**src/rtl/demux1t2_32_buf.sv**
```systemverilog
// Buffered 1-to-2 demultiplexer for 32-bit words.
// A single valid/ready input stream is steered by s into one of two channels.
// Each channel owns a show-ahead FIFO of DEPTH entries with its own valid/ready
// output handshake. Full/empty come from an explicit occupancy counter, so the
// pointers never need to be compared.
module demux1t2_32_buf #(
  parameter  int DEPTH = 2,
  localparam int AW    = $clog2(DEPTH)
) (
  input  logic          clk,
  input  logic          rst,
  input  logic [31:0]   din,
  input  logic          s,
  input  logic          in_valid,
  output logic          in_ready,
  output logic [31:0]   o0,
  output logic          o0_valid,
  input  logic          o0_ready,
  output logic [31:0]   o1,
  output logic          o1_valid,
  input  logic          o1_ready,
  output logic [AW:0]   cnt0,
  output logic [AW:0]   cnt1
);

  localparam logic [AW:0] FULL_CNT = (AW+1)'(DEPTH);

  logic [31:0]   mem0 [DEPTH];
  logic [31:0]   mem1 [DEPTH];
  logic [AW-1:0] wr_ptr0;
  logic [AW-1:0] rd_ptr0;
  logic [AW-1:0] wr_ptr1;
  logic [AW-1:0] rd_ptr1;
  logic          full0;
  logic          full1;
  logic          push0;
  logic          push1;
  logic          pop0;
  logic          pop1;

  // Occupancy update: a simultaneous push and pop leaves the count unchanged.
  function automatic logic [AW:0] next_cnt(input logic [AW:0] cnt,
                                           input logic        push,
                                           input logic        pop);
    logic [AW:0] res;
    res = cnt;
    case ({push, pop})
      2'b10:   res = cnt + (AW+1)'(1);
      2'b01:   res = cnt - (AW+1)'(1);
      default: res = cnt;
    endcase
    return res;
  endfunction

  // Pointers wrap naturally because DEPTH is a power of two.
  function automatic logic [AW-1:0] next_ptr(input logic [AW-1:0] ptr);
    return ptr + AW'(1);
  endfunction

  assign full0 = (cnt0 == FULL_CNT);
  assign full1 = (cnt1 == FULL_CNT);

  // A full channel refuses even when its consumer pops in the same cycle:
  // there is no pass-through path, so in_ready depends only on s and fill state.
  assign in_ready = s ? !full1 : !full0;

  assign push0 = in_valid && in_ready && !s;
  assign push1 = in_valid && in_ready &&  s;

  // Pops are gated by valid, so a request on an empty channel is ignored.
  assign pop0 = o0_valid && o0_ready;
  assign pop1 = o1_valid && o1_ready;

  // Storage write; contents need no reset because occupancy gates visibility.
  always_ff @(posedge clk) begin
    if (push0) mem0[wr_ptr0] <= din;
    if (push1) mem1[wr_ptr1] <= din;
  end

  // Pointer and occupancy control; reset discards everything, including any
  // push/pop presented in the reset cycle.
  always_ff @(posedge clk) begin
    if (!rst) begin
      wr_ptr0 <= '0;
      rd_ptr0 <= '0;
      wr_ptr1 <= '0;
      rd_ptr1 <= '0;
      cnt0    <= '0;
      cnt1    <= '0;
    end else begin
      if (push0) wr_ptr0 <= next_ptr(wr_ptr0);
      if (pop0)  rd_ptr0 <= next_ptr(rd_ptr0);
      if (push1) wr_ptr1 <= next_ptr(wr_ptr1);
      if (pop1)  rd_ptr1 <= next_ptr(rd_ptr1);
      cnt0 <= next_cnt(cnt0, push0, pop0);
      cnt1 <= next_cnt(cnt1, push1, pop1);
    end
  end

  // Show-ahead heads, forced to zero when the channel is empty.
  always_comb begin
    o0_valid = (cnt0 != '0);
    o1_valid = (cnt1 != '0);
    o0       = 32'h0;
    o1       = 32'h0;
    if (o0_valid) o0 = mem0[rd_ptr0];
    if (o1_valid) o1 = mem1[rd_ptr1];
  end

endmodule

```
**config.mk**
```make
export PLATFORM = sky130hd
export DESIGN_NAME = demux1t2_32_buf
export DESIGN_NICKNAME = d
export VERILOG_FILES = /design/src/rtl/demux1t2_32_buf.sv
export SDC_FILE = /design/constraint.sdc
export NUM_CORES = 1
export LEC_CHECK = 0
export CAP_MARGIN = 20
export CORE_MARGIN = 1.5
export CORE_UTILIZATION = 35
export CTS_CLUSTER_DIAMETER = 40
export DETAILED_ROUTE_END_ITERATION = 16
export PLACE_DENSITY = 0.65
export SYNTH_ARGS = -nofsm -noshare
export SYNTH_HDL_FRONTEND = slang
export SYNTH_SLANG_ARGS = --single-unit
export TNS_END_PERCENT = 10
```
**constraint.sdc**
```tcl
create_clock -name clk -period 6 [get_ports clk]
set_input_delay 0.6 -clock clk [delete_from_list [all_inputs] [get_ports clk]]
set_output_delay 0.6 -clock clk [all_outputs]
set_load 0.03 [all_outputs]
```
==> impl_metrics.py <==
metrics = {
    "logic_synthesis": {
        "synth.top_cell.area_share_pct": 73.0,
        "synth_seq_cells": 138,
        "yosysWarnings": 0,
        "netlist_area_um2": 5270,
        "synth_async_reset_ratio_pct": 0,
        "synthFlopType": "sky130_fd_sc_hd__edfxtp_1",
        "synth_sequential_area_ratio_pct": 76.8,
        "dominant_combinational_cell_family_by_area_after_synthesis": "multiplexers",
        "synth.most_common_cell": "sky130_fd_sc_hd__edfxtp_1",
        "post_synth_most_frequent_cells": "sky130_fd_sc_hd__edfxtp_1 (128), sky130_fd_sc_hd__nor2_1 (75), sky130_fd_sc_hd__mux2i_1 (64)",
        "synth_area_leader_cell": "sky130_fd_sc_hd__edfxtp_1",
        "synthCells": 330,
        "synth_top_area_cells": "sky130_fd_sc_hd__edfxtp_1 (73%), sky130_fd_sc_hd__mux2i_1 (12%), sky130_fd_sc_hd__nor2_1 (5.3%), sky130_fd_sc_hd__dfxtp_1 (3.8%), sky130_fd_sc_hd__buf_2 (1.2%)",
        "synth_simple_gate_area_share_pct": 6.60,
        "synth-compound-area-share_pct": 1.05,
        "synth_cell_types": 18,
        "post_synth_fa_ha_maj_area_fraction_pct": 0.475,
        "syn-mean-instance-area_um2": 16.0,
        "synth-xor-area-share_pct": 0.998,
        "synth-edff-count": 128,
        "synthMuxAreaShare_pct": 12.2,
        "synth_nets": 370,
    },
    "routing": {
        "wl_per_cell_um": 15.9,
        "antenna_violating_nets_post_route": 0,
        "route.detailed.drc": 0,
        "routed.top_layer": "met4",
        "wl_met1_um": 4450,
        "vias": 2962,
        "dr_wl_met2_um": 5060,
        "vias_cell": 4.61,
        "detailedRoute.firstPassIterationCount": 4,
        "detailroute.wirelength.met3_um": 548,
        "drt_first_iter_violations": 172,
        "wirelength_um": 10300,
    },
    "pwr": {
        "vdd_ir_drop_max_v": 0.000397,
        "powerDensity_nw_per_um2": 483,
        "static-leakage-power_nw": 2.35,
    },
    "clock_tree": {
        "clk_root_buffer_cell": "sky130_fd_sc_hd__clkbuf_16",
        "worst_setup_hold_path_clk_slew_ns": 0.06,
        "htreeDepth": 4,
        "clock_sink_count": 138,
        "count_of_buffers_added_by_post_cts_timing_repair_for_setup": 0,
        "cts_buffers": 17,
        "cts.repair.resized": 0,
        "cts_tree": "yes",
        "holdBufCountCts": 0,
        "clock_latency_ns": 0.41,
        "number_of_buffers_between_clock_root_and_the_deepest_sink": 2,
    },
    "critical_path": {
        "timing.critical_path.fanout_max": 32,
        "path_class": "flip-flop to output pin",
        "critical_path_start_type": "flip-flop",
        "worst_setup_path_end_kind": "output pin",
        "worstSetupEndpoint": "o1[10]",
        "rrSetupSlack_ns": 3.84,
        "data_arrival_time_of_the_critical_path_ns": 2.50,
        "crit-reg2reg-capture": "mem1[1][13]$_DFFE_PP_",
        "worst_ep_required_time_ns": 5.40,
        "worstRegToRegCells": 3,
        "reg2reg_from": "cnt1[0]$_SDFFE_PN0P_",
    },
    "timing": {
        "setup_violations": 0,
        "slew_headroom_pct": 30.8,
        "timing_hold_violations_final": 0,
        "worst_margin_slew_ns": 1.04,
        "timing.clock.skew_ns": 0.00468,
        "rsz_0062_raised_after_global_routing": "false",
        "final-max-slew-violation-count": 0,
        "finalSetupTns_ns": 0,
        "worst_slack_ns": 2.90,
        "layout_min_cycle_time_ns": 3.10,
        "maxClockFrequency_mhz": 323,
        "final_min_period_over_clock_period_pct": 51.6,
    },
    "floorplan": {
        "initial_core_util_pct": 36.1,
        "row_count": 44,
        "core_region_area_um2": 14600,
        "fp.dieArea_um2": 15800,
        "die_y_um": 126,
        "ios": 109,
        "floorplan.die.width_um": 126,
    },
    "finish": {
        "postLayoutCellArea_um2": 7160,
        "antenna-diode-count": 0,
        "final_util_pct": 49.1,
        "area.growth.synth_to_final_pct": 35.9,
        "fillCellCount": 1234,
        "nets": 486,
        "drive_above_1_share_pct": 8.50,
    },
    "place": {
        "gp_congestion": 0.692,
        "placement.setup.worst_slack_ns": 3.22,
        "post_dp_cell_area_um2": 6550,
        "port-buffer-count": 108,
        "dp.final_hpwl_um": 6260,
    },
    "global_route": {
        "grt_pass1_wl_um": 16200,
        "global_route.usage.total_pct": 13.8,
        "first_global_vias": 3069,
        "grt.overflow.total": 0,
        "grt_start_max_net_pins": 34,
        "antenna_found_initial": 0,
    },
    "run": {
        "max_capacitance_violation_count": 0,
    },
    "min_path": {
        "hold_path_class": "flip-flop to flip-flop",
    },
    "status": {
        "outcome": "completed",
    },
}
==> kinds of logic after synthesis <==
kind of cell    after synthesis
flops                       138
buf+inv                      23
mux                          64
simple gates                 86
compound gates               11
fa+ha+maj                     2
xor+xnor                      6
==> state kept, by name, indices dropped and copies added (netlist names), named ones only <==
register and flops:
mem0 64, mem1 64, cnt0 2, cnt1 2, rd_ptr0 1, rd_ptr1 1, wr_ptr0 1, wr_ptr1 1
==> layer usage <==
layer  up-vias  global-route usage (%)
li1       1432                       -
met1      1421                    16.3
met2        91                    22.7
met3        18                    4.59
met4         0                    6.48
met5         -                       0
==> metrics by stage <==
step,power [mW],hold WS (ns),instances
2_1_floorplan,2.00,0.463,330
3_3_place_gp,2.50,0.470,609
3_5_place_dp,2.52,0.492,609
4_1_cts,3.50,0.508,641
5_1_grt,3.62,0.534,643
6_report,3.46,0.501,643
==> worst min path at each step <==
stage	from	depth (start not counted)	endpoint
after CTS	rd_ptr0$_SDFFE_PN0P_	2	rd_ptr0$_SDFFE_PN0P_
after global placement	wr_ptr1$_SDFFE_PN0N_	2	wr_ptr1$_SDFFE_PN0N_
final	wr_ptr1$_SDFFE_PN0N_	2	wr_ptr1$_SDFFE_PN0N_
after detailed placement	rd_ptr1$_SDFFE_PN0P_	2	flip-flop
after global routing	rd_ptr0$_SDFFE_PN0P_	2	rd_ptr0$_SDFFE_PN0P_
after floorplan	wr_ptr0$_SDFFE_PN0P_	2	wr_ptr0$_SDFFE_PN0P_
==> worst max-delay path, stage by stage, from the launching register on <==
cell and delay (ns):
sky130_fd_sc_hd__dfxtp_2 1.01, sky130_fd_sc_hd__mux2i_1 0.25, sky130_fd_sc_hd__nor2_1 0.14, sky130_fd_sc_hd__clkdlybuf4s50_1 0.68
==> cell usage in the layout (no fill, tap or decap), types with 3 or more instances in the layout <==
| cell | n |
|---|---|
| sky130_fd_sc_hd__edfxtp_1 | 128 |
| sky130_fd_sc_hd__clkdlybuf4s50_1 | 108 |
| sky130_fd_sc_hd__nor2_1 | 71 |
| sky130_fd_sc_hd__mux2i_1 | 64 |
| sky130_fd_sc_hd__clkbuf_16 | 17 |
| sky130_fd_sc_hd__dfxtp_1 | 8 |
| sky130_fd_sc_hd__o21ai_0 | 6 |
| sky130_fd_sc_hd__inv_1 | 6 |
| sky130_fd_sc_hd__a21oi_1 | 5 |
| sky130_fd_sc_hd__nor2_4 | 4 |
| sky130_fd_sc_hd__or3_1 | 4 |
| sky130_fd_sc_hd__clkinv_1 | 4 |
| sky130_fd_sc_hd__xor2_1 | 4 |
| sky130_fd_sc_hd__clkinv_2 | 4 |
| sky130_fd_sc_hd__nand2b_1 | 3 |
| sky130_fd_sc_hd__clkinvlp_4 | 3 |
==> final cells by class <==
type / instances / area, um2 / area share (%)
Clock buffer: 19 / 433 / 6.05
Clock inverter: 13 / 128 / 1.78
Inverter: 9 / 33.8 / 0.472
Multi-Input combinational cell: 169 / 1150 / 16.1
Sequential cell: 138 / 4050 / 56.5
Tap cell: 184 / 230 / 3.22
Timing Repair Buffer: 111 / 1140 / 15.9
==> where the power goes <==
group | internal [mW] | switching, mW | leakage (nW)
sequential | 1.14 | 0.0883 | 1.26
clock | 0.606 | 0.368 | 0.268
combinational | 0.516 | 0.746 | 0.827
total | 2.26 | 1.20 | 2.35
No activity file was read; power rests on OpenSTA's default activity.
